--- src/rtl/prog_loader_if.sv ---
// Byte-stream handshake and program-memory port of the program loader.
// The loader attaches through the slave modport; the stream source / memory side uses master.
interface prog_loader_if #(
    parameter int DATA_SIZE = 16,
    parameter int ADDR_SIZE = 4
);
    logic [7:0]           byte_in;
    logic                 byte_valid;
    logic                 byte_ready;
    logic                 mem_w;
    logic [ADDR_SIZE-1:0] mem_addr;
    logic [DATA_SIZE-1:0] mem_data_wr;

    modport master (
        output byte_in,
        output byte_valid,
        input  byte_ready,
        input  mem_w,
        input  mem_addr,
        input  mem_data_wr
    );

    modport slave (
        input  byte_in,
        input  byte_valid,
        output byte_ready,
        output mem_w,
        output mem_addr,
        output mem_data_wr
    );
endinterface

--- src/rtl/prog_loader.sv ---
// Assembles a big-endian byte stream into instruction words and writes them to program
// memory from address 0, holding the core while loading and passing fetch addresses when idle.
//
// state      | meaning
// -----------+---------------------------------------------------------
// ST_IDLE    | memory port belongs to the core; waiting for start
// ST_COLLECT | accepting bytes of the current word
// ST_WRITE   | one-cycle write of the assembled word at word_cnt
// ST_DONE    | one-cycle done pulse, then back to idle
module prog_loader #(
    parameter int DATA_SIZE = 16,
    parameter int ADDR_SIZE = 4
) (
    input  logic                 clk,
    input  logic                 rstn,
    input  logic                 start,
    input  logic [ADDR_SIZE:0]   len,
    input  logic [ADDR_SIZE-1:0] cpu_addr,
    output logic                 cpu_hold,
    output logic                 done,
    prog_loader_if.slave         bus
);
    localparam int BPW = DATA_SIZE / 8;
    localparam int BCW = (BPW > 1) ? $clog2(BPW) : 1;
    localparam logic [ADDR_SIZE:0] CAP = (ADDR_SIZE+1)'(2 ** ADDR_SIZE);

    typedef enum logic [1:0] {
        ST_IDLE    = 2'd0,
        ST_COLLECT = 2'd1,
        ST_WRITE   = 2'd2,
        ST_DONE    = 2'd3
    } state_t;

    state_t               state, state_nxt;
    logic [ADDR_SIZE:0]   len_r;
    logic [ADDR_SIZE:0]   word_cnt;
    logic [BCW-1:0]       byte_cnt;
    logic [DATA_SIZE-1:0] asm_word;

    logic [ADDR_SIZE:0]   len_clamped;
    logic [DATA_SIZE-1:0] byte_ext;
    logic                 last_byte;
    logic                 last_word;

    // Clamp so the session never wraps back onto already-written low addresses.
    assign len_clamped = (len > CAP) ? CAP : len;
    assign byte_ext    = DATA_SIZE'(bus.byte_in);
    assign last_byte   = (byte_cnt == BCW'(BPW - 1));
    assign last_word   = (word_cnt == len_r - 1'b1);

    always_ff @(posedge clk or negedge rstn) begin
        if (!rstn) begin
            state <= ST_IDLE;
        end else begin
            state <= state_nxt;
        end
    end

    always_ff @(posedge clk or negedge rstn) begin
        if (!rstn) begin
            len_r    <= '0;
            word_cnt <= '0;
            byte_cnt <= '0;
            asm_word <= '0;
        end else begin
            case (state)
                ST_IDLE: begin
                    if (start) begin
                        len_r    <= len_clamped;
                        word_cnt <= '0;
                        byte_cnt <= '0;
                    end
                end
                ST_COLLECT: begin
                    // byte_ready is high throughout COLLECT, so valid alone completes the handshake.
                    if (bus.byte_valid) begin
                        asm_word <= (asm_word << 8) | byte_ext;
                        byte_cnt <= last_byte ? '0 : byte_cnt + 1'b1;
                    end
                end
                ST_WRITE: begin
                    if (!last_word) begin
                        word_cnt <= word_cnt + 1'b1;
                    end
                end
                default: ;
            endcase
        end
    end

    always_comb begin
        state_nxt = state;
        case (state)
            ST_IDLE: begin
                if (start) begin
                    state_nxt = (len_clamped == '0) ? ST_DONE : ST_COLLECT;
                end
            end
            ST_COLLECT: begin
                if (bus.byte_valid && last_byte) begin
                    state_nxt = ST_WRITE;
                end
            end
            ST_WRITE: begin
                state_nxt = last_word ? ST_DONE : ST_COLLECT;
            end
            ST_DONE: begin
                state_nxt = ST_IDLE;
            end
            default: state_nxt = ST_IDLE;
        endcase
    end

    always_comb begin
        bus.byte_ready  = 1'b0;
        bus.mem_w       = 1'b0;
        bus.mem_addr    = word_cnt[ADDR_SIZE-1:0];
        bus.mem_data_wr = asm_word;
        cpu_hold        = 1'b1;
        done            = 1'b0;
        case (state)
            ST_IDLE: begin
                bus.mem_addr = cpu_addr;
                cpu_hold     = 1'b0;
            end
            ST_COLLECT: bus.byte_ready = 1'b1;
            ST_WRITE:   bus.mem_w      = 1'b1;
            ST_DONE:    done           = 1'b1;
            default: ;
        endcase
    end
endmodule

--- src/flat_wrapper.sv ---
// flat-port wrapper written by rule: the top's interface ports become plain ports
module prog_loader_flat 
#(
    parameter int DATA_SIZE = 16,
    parameter int ADDR_SIZE = 4
)
  (clk, rstn, start, len, cpu_addr, cpu_hold, done, bus_byte_in, bus_byte_valid, bus_byte_ready, bus_mem_w, bus_mem_addr, bus_mem_data_wr);
  prog_loader_if #(.DATA_SIZE(DATA_SIZE), .ADDR_SIZE(ADDR_SIZE)) bus_i ();
  input  logic clk;
  input  logic rstn;
  input  logic start;
  input  logic [ADDR_SIZE:0] len;
  input  logic [ADDR_SIZE-1:0] cpu_addr;
  output logic cpu_hold;
  output logic done;
  input wire logic [$bits(bus_i.byte_in)-1:0] bus_byte_in;
  input wire logic [$bits(bus_i.byte_valid)-1:0] bus_byte_valid;
  output wire logic [$bits(bus_i.byte_ready)-1:0] bus_byte_ready;
  output wire logic [$bits(bus_i.mem_w)-1:0] bus_mem_w;
  output wire logic [$bits(bus_i.mem_addr)-1:0] bus_mem_addr;
  output wire logic [$bits(bus_i.mem_data_wr)-1:0] bus_mem_data_wr;
  assign bus_i.byte_in = bus_byte_in;
  assign bus_i.byte_valid = bus_byte_valid;
  assign bus_byte_ready = bus_i.byte_ready;
  assign bus_mem_w = bus_i.mem_w;
  assign bus_mem_addr = bus_i.mem_addr;
  assign bus_mem_data_wr = bus_i.mem_data_wr;
  prog_loader #(.DATA_SIZE(DATA_SIZE), .ADDR_SIZE(ADDR_SIZE)) u_core (.clk(clk), .rstn(rstn), .start(start), .len(len), .cpu_addr(cpu_addr), .cpu_hold(cpu_hold), .done(done), .bus(bus_i));
endmodule
--- config.mk ---
export PLATFORM = sky130hd
export DESIGN_NAME = prog_loader_flat
export DESIGN_NICKNAME = d
export VERILOG_FILES = /design/src/rtl/prog_loader_if.sv /design/src/rtl/prog_loader.sv /design/src/flat_wrapper.sv
export SDC_FILE = /design/constraint.sdc
export NUM_CORES = 1
export LEC_CHECK = 0
export ABC_AREA = 0
export ABC_CLOCK_PERIOD_IN_PS = 1600
export CAP_MARGIN = 15
export CELL_PAD_IN_SITES_DETAIL_PLACEMENT = 1
export CELL_PAD_IN_SITES_GLOBAL_PLACEMENT = 1
export CORE_MARGIN = 5
export CORE_UTILIZATION = 32
export CTS_CLUSTER_DIAMETER = 100
export CTS_CLUSTER_SIZE = 12
export DETAILED_ROUTE_END_ITERATION = 8
export PLACE_DENSITY = 0.85
export SYNTH_ARGS = -nofsm -noshare
export SYNTH_HDL_FRONTEND = slang
export SYNTH_SLANG_ARGS = --single-unit
--- constraint.sdc ---
create_clock -name clk -period 1.6 [get_ports clk]
set_clock_uncertainty 0.05 [all_clocks]
set_input_delay 0.32 -clock clk [delete_from_list [all_inputs] [get_ports clk]]
set_output_delay 0.32 -clock clk [all_outputs]
set_load 0.01 [all_outputs]
==> qor.txt <==
Final wirelength -> 4030 um
Final nets -> 208
Post-Synthesis Cells -> 116
Ant diodes -> 0
Register area share after synthesis -> 52.0%
Worst slew pin tran -> 375 ps
Layer with the highest usage -> met2
CTS tree -> built
Vias in the first global route -> 1412
Worst-path clk slew -> 60 ps
VDD IR max -> 887 uV
IO Port Bufs -> 44
Yosys synthesis warning count -> 0
Critical path's slowest cell -> dfrtp_1
Max-slew violation count -> 0
Worst EP arrival -> 1420 ps
Setup violators final -> 12
Fmax -> 558 MHz
Worst hold margin -> 372 ps
Longest Clk Path Bufs -> 2
DIE HEIGHT -> 76.1 um
GR Util met2 -> 26.7%
Outcome -> finished with violations
GRT Resource Usage Total -> 14.5%
Die Wd -> 76.1 um
Failing checks -> setup timing
Worst Setup End Kind -> primary output
Placeable Area -> 0.00429 mm2
RSZ-0062 raised after global routing -> true
Main combinational cell family by area after synthesis -> multiplexers
WL/cell -> 16.9 um
Leak pwr -> 1.08 nW
Minimum clock period -> 1790 ps
Worst-path cell chain -> nor2_1, buf_4, mux2_4, buf_6
Critical Path Max Stage Delay -> 400 ps
Compound-Gate Fraction of Synth Area -> 8.24%
Boundary Pins -> 45
DR iter-0 viols -> 48
Die Area -> 0.00578 mm2
Simple-gate share of the synthesized area -> 13.4%
Mapped Area -> 0.00140 mm2
Post-place setup slack -> -302 ps
Net count after synthesis -> 139
Number of post-CTS setup repair buffers -> 0
Grt total ovfl -> 0
Post-synthesis cell type count -> 33
Synth-to-Final Area Change -> 63.9%
Initial core utilization -> 32.5%
Final worst path period share -> 112%
Root buf cell -> clkbuf_8
Avg Vias per Cell -> 4.92
Final Core Density -> 53.3%
CP Max Fanout -> 6
Vias -> 1172
HPWL Detailed -> 2970 um
Hold WC Path Type -> input pin to async pin
Final Hold Vio Count -> 0
Final worst setup slack -> -193 ps
Met3 usage -> 6.50%
Relative slew slack -> 75.0%
Post-synthesis mux area share -> 16.9%
PwrDens -> 1840 mW/mm2
Kind of critical path -> register to primary output
Syn_area_per_cell -> 12.0 um2
Placer congestion estimate -> 0.825
CTS Sinks -> 29
Antenna violations before repair -> 0
Post-synthesis xor/xnor area fraction -> 5.38%
DRC errors left -> 0
Cell row count -> 24
Filler instances -> 460
Adder-Cell Fraction of Synth Area -> 1.79%
CP Launch Type -> register
Hold_buf cts -> 0
Layout cells sized above 1 -> 39.2%
Htree depth -> 2
CTS Buf Count -> 5
Critical Path RT -> 1230 ps
Max Cap Viol -> 0
Met1 usage -> 14.1%
Clk_lat worst skew -> 280 ps
Yosys reg bits -> 29
Largest net degree at the start of global routing -> 30
Post-route ant nets -> 0
First-pass GRT wire length -> 6710 um
Drt pass-1 iters -> 3
[cell families (layout without fill, tap and decap cells)]
group,after synthesis,after routing
AOI/OAI and AO/OA,16,16
xor gates and xnor gates,7,7
adders and majority gates,2,2
buffers and inverters,7,77
DFF,29,29
muxes,21,21
and+or+nand+nor,34,34
[state kept, by name (all words and copies together) (netlist names)]
signal / flops
u_core.bus.mem_data_wr: 16
u_core.byte_cnt: 1
u_core.len_r: 5
u_core.state: 2
u_core.word_cnt: 5
[routing by layer]
layer	vias up	wire length, um
li1	549	-
met4	0	82
met1	574	1400
met5	-	0
met3	8	350
met2	41	2200
[cells in the final DEF, fill, tap and decap left out, drive strengths merged, types with 3 or more instances in the layout]
| master | count |
|---|---|
| o211ai | 4 |
| nand2 | 13 |
| dlymetal6s2s | 7 |
| dlygate4sd2 | 4 |
| xnor2 | 4 |
| clkdlybuf4s50 | 25 |
| o21ai | 6 |
| inv | 3 |
| buf | 28 |
| nand2b | 5 |
| dfrtp | 29 |
| mux2 | 21 |
| nand3 | 3 |
| clkbuf | 7 |
| o31ai | 3 |
[through the flow]
step	setup TNS, ps	power (mW)	area, um2	instances
floorplan	-83.2	2.23	1400	116
global placement	-1810	3.23	2050	229
detailed placement	-2320	3.34	2050	229
CTS	-1960	4.14	2210	238
global route	-3510	4.51	2290	238
finish	-1430	4.22	2290	238
[final timing paths]
check                                      startpoint                          to  slack, ps  cells after the start
max in group asynchronous                        rstn             u_core.byte_cnt        850                      2
min in group clk           u_core.bus.mem_data_wr[15]  u_core.bus.mem_data_wr[15]        460                      1
hold / removal                                   rstn             u_core.len_r[3]        370                      2
setup reg to reg                      u_core.len_r[1]          u_core.word_cnt[1]       -140                      7
hold reg to reg            u_core.bus.mem_data_wr[15]  u_core.bus.mem_data_wr[15]        460                      1
setup / recovery                      u_core.state[0]             bus_mem_addr[2]       -190                      4
[cells in the mapped netlist, drive strengths merged]
cell | instances | area (um2)
nor3b | 1 | 12.5
nor2b | 1 | 6.26
nand3 | 3 | 15.0
inv | 3 | 11.3
nand2b | 5 | 31.3
and2 | 1 | 6.26
dfrtp | 29 | 726
o31ai | 3 | 22.5
nor2 | 2 | 7.51
a211o | 1 | 8.76
xnor2 | 4 | 35.0
xor2 | 2 | 17.5
o21ai | 6 | 30.0
and2b | 1 | 7.51
xnor3 | 1 | 22.5
and3 | 1 | 6.26
or4 | 1 | 7.51
mux2 | 21 | 236
ha | 2 | 25.0
clkbuf | 2 | 7.51
a31oi | 1 | 6.26
o211ai | 4 | 40.0
o21bai | 1 | 7.51
nor3 | 2 | 15.0
nand2 | 13 | 51.3
nand4 | 2 | 12.5
nor4b | 1 | 8.76
buf | 2 | 12.5
[area by class of cell]
class / count / area, um2 / share of cell area (%)
inverters: 3 / 11.3 / 0.492
repair buffers: 66 / 666 / 29.1
multi-input cells: 80 / 719 / 31.4
clock buffers: 7 / 96.3 / 4.21
clock inverters: 1 / 5.00 / 0.219
flip-flops and latches: 29 / 726 / 31.7
well taps: 52 / 65.1 / 2.84
[where the power goes]
part | internal [mW] | total (mW) | switching (mW)
clock network | 0.388 | 0.671 | 0.283
registers | 1.05 | 1.30 | 0.251
logic | 1.31 | 2.25 | 0.938
total | 2.75 | 4.22 | 1.47
[what timing repair did]
item / CTS / global route
gates cloned: 1 / 0
setup endpoints to repair: 24 / 36
gates resized for setup: 47 / 21
pin swaps: 2 / 10
[worst max-delay path: cells and delay by family, from the launching register on]
family                 cells  cell delay [ps]
and+or+nand+nor            1              120
muxes                      1              320
DFF                        1              400
buffers and inverters      2              300
No activity file was read; power rests on OpenSTA's default activity.
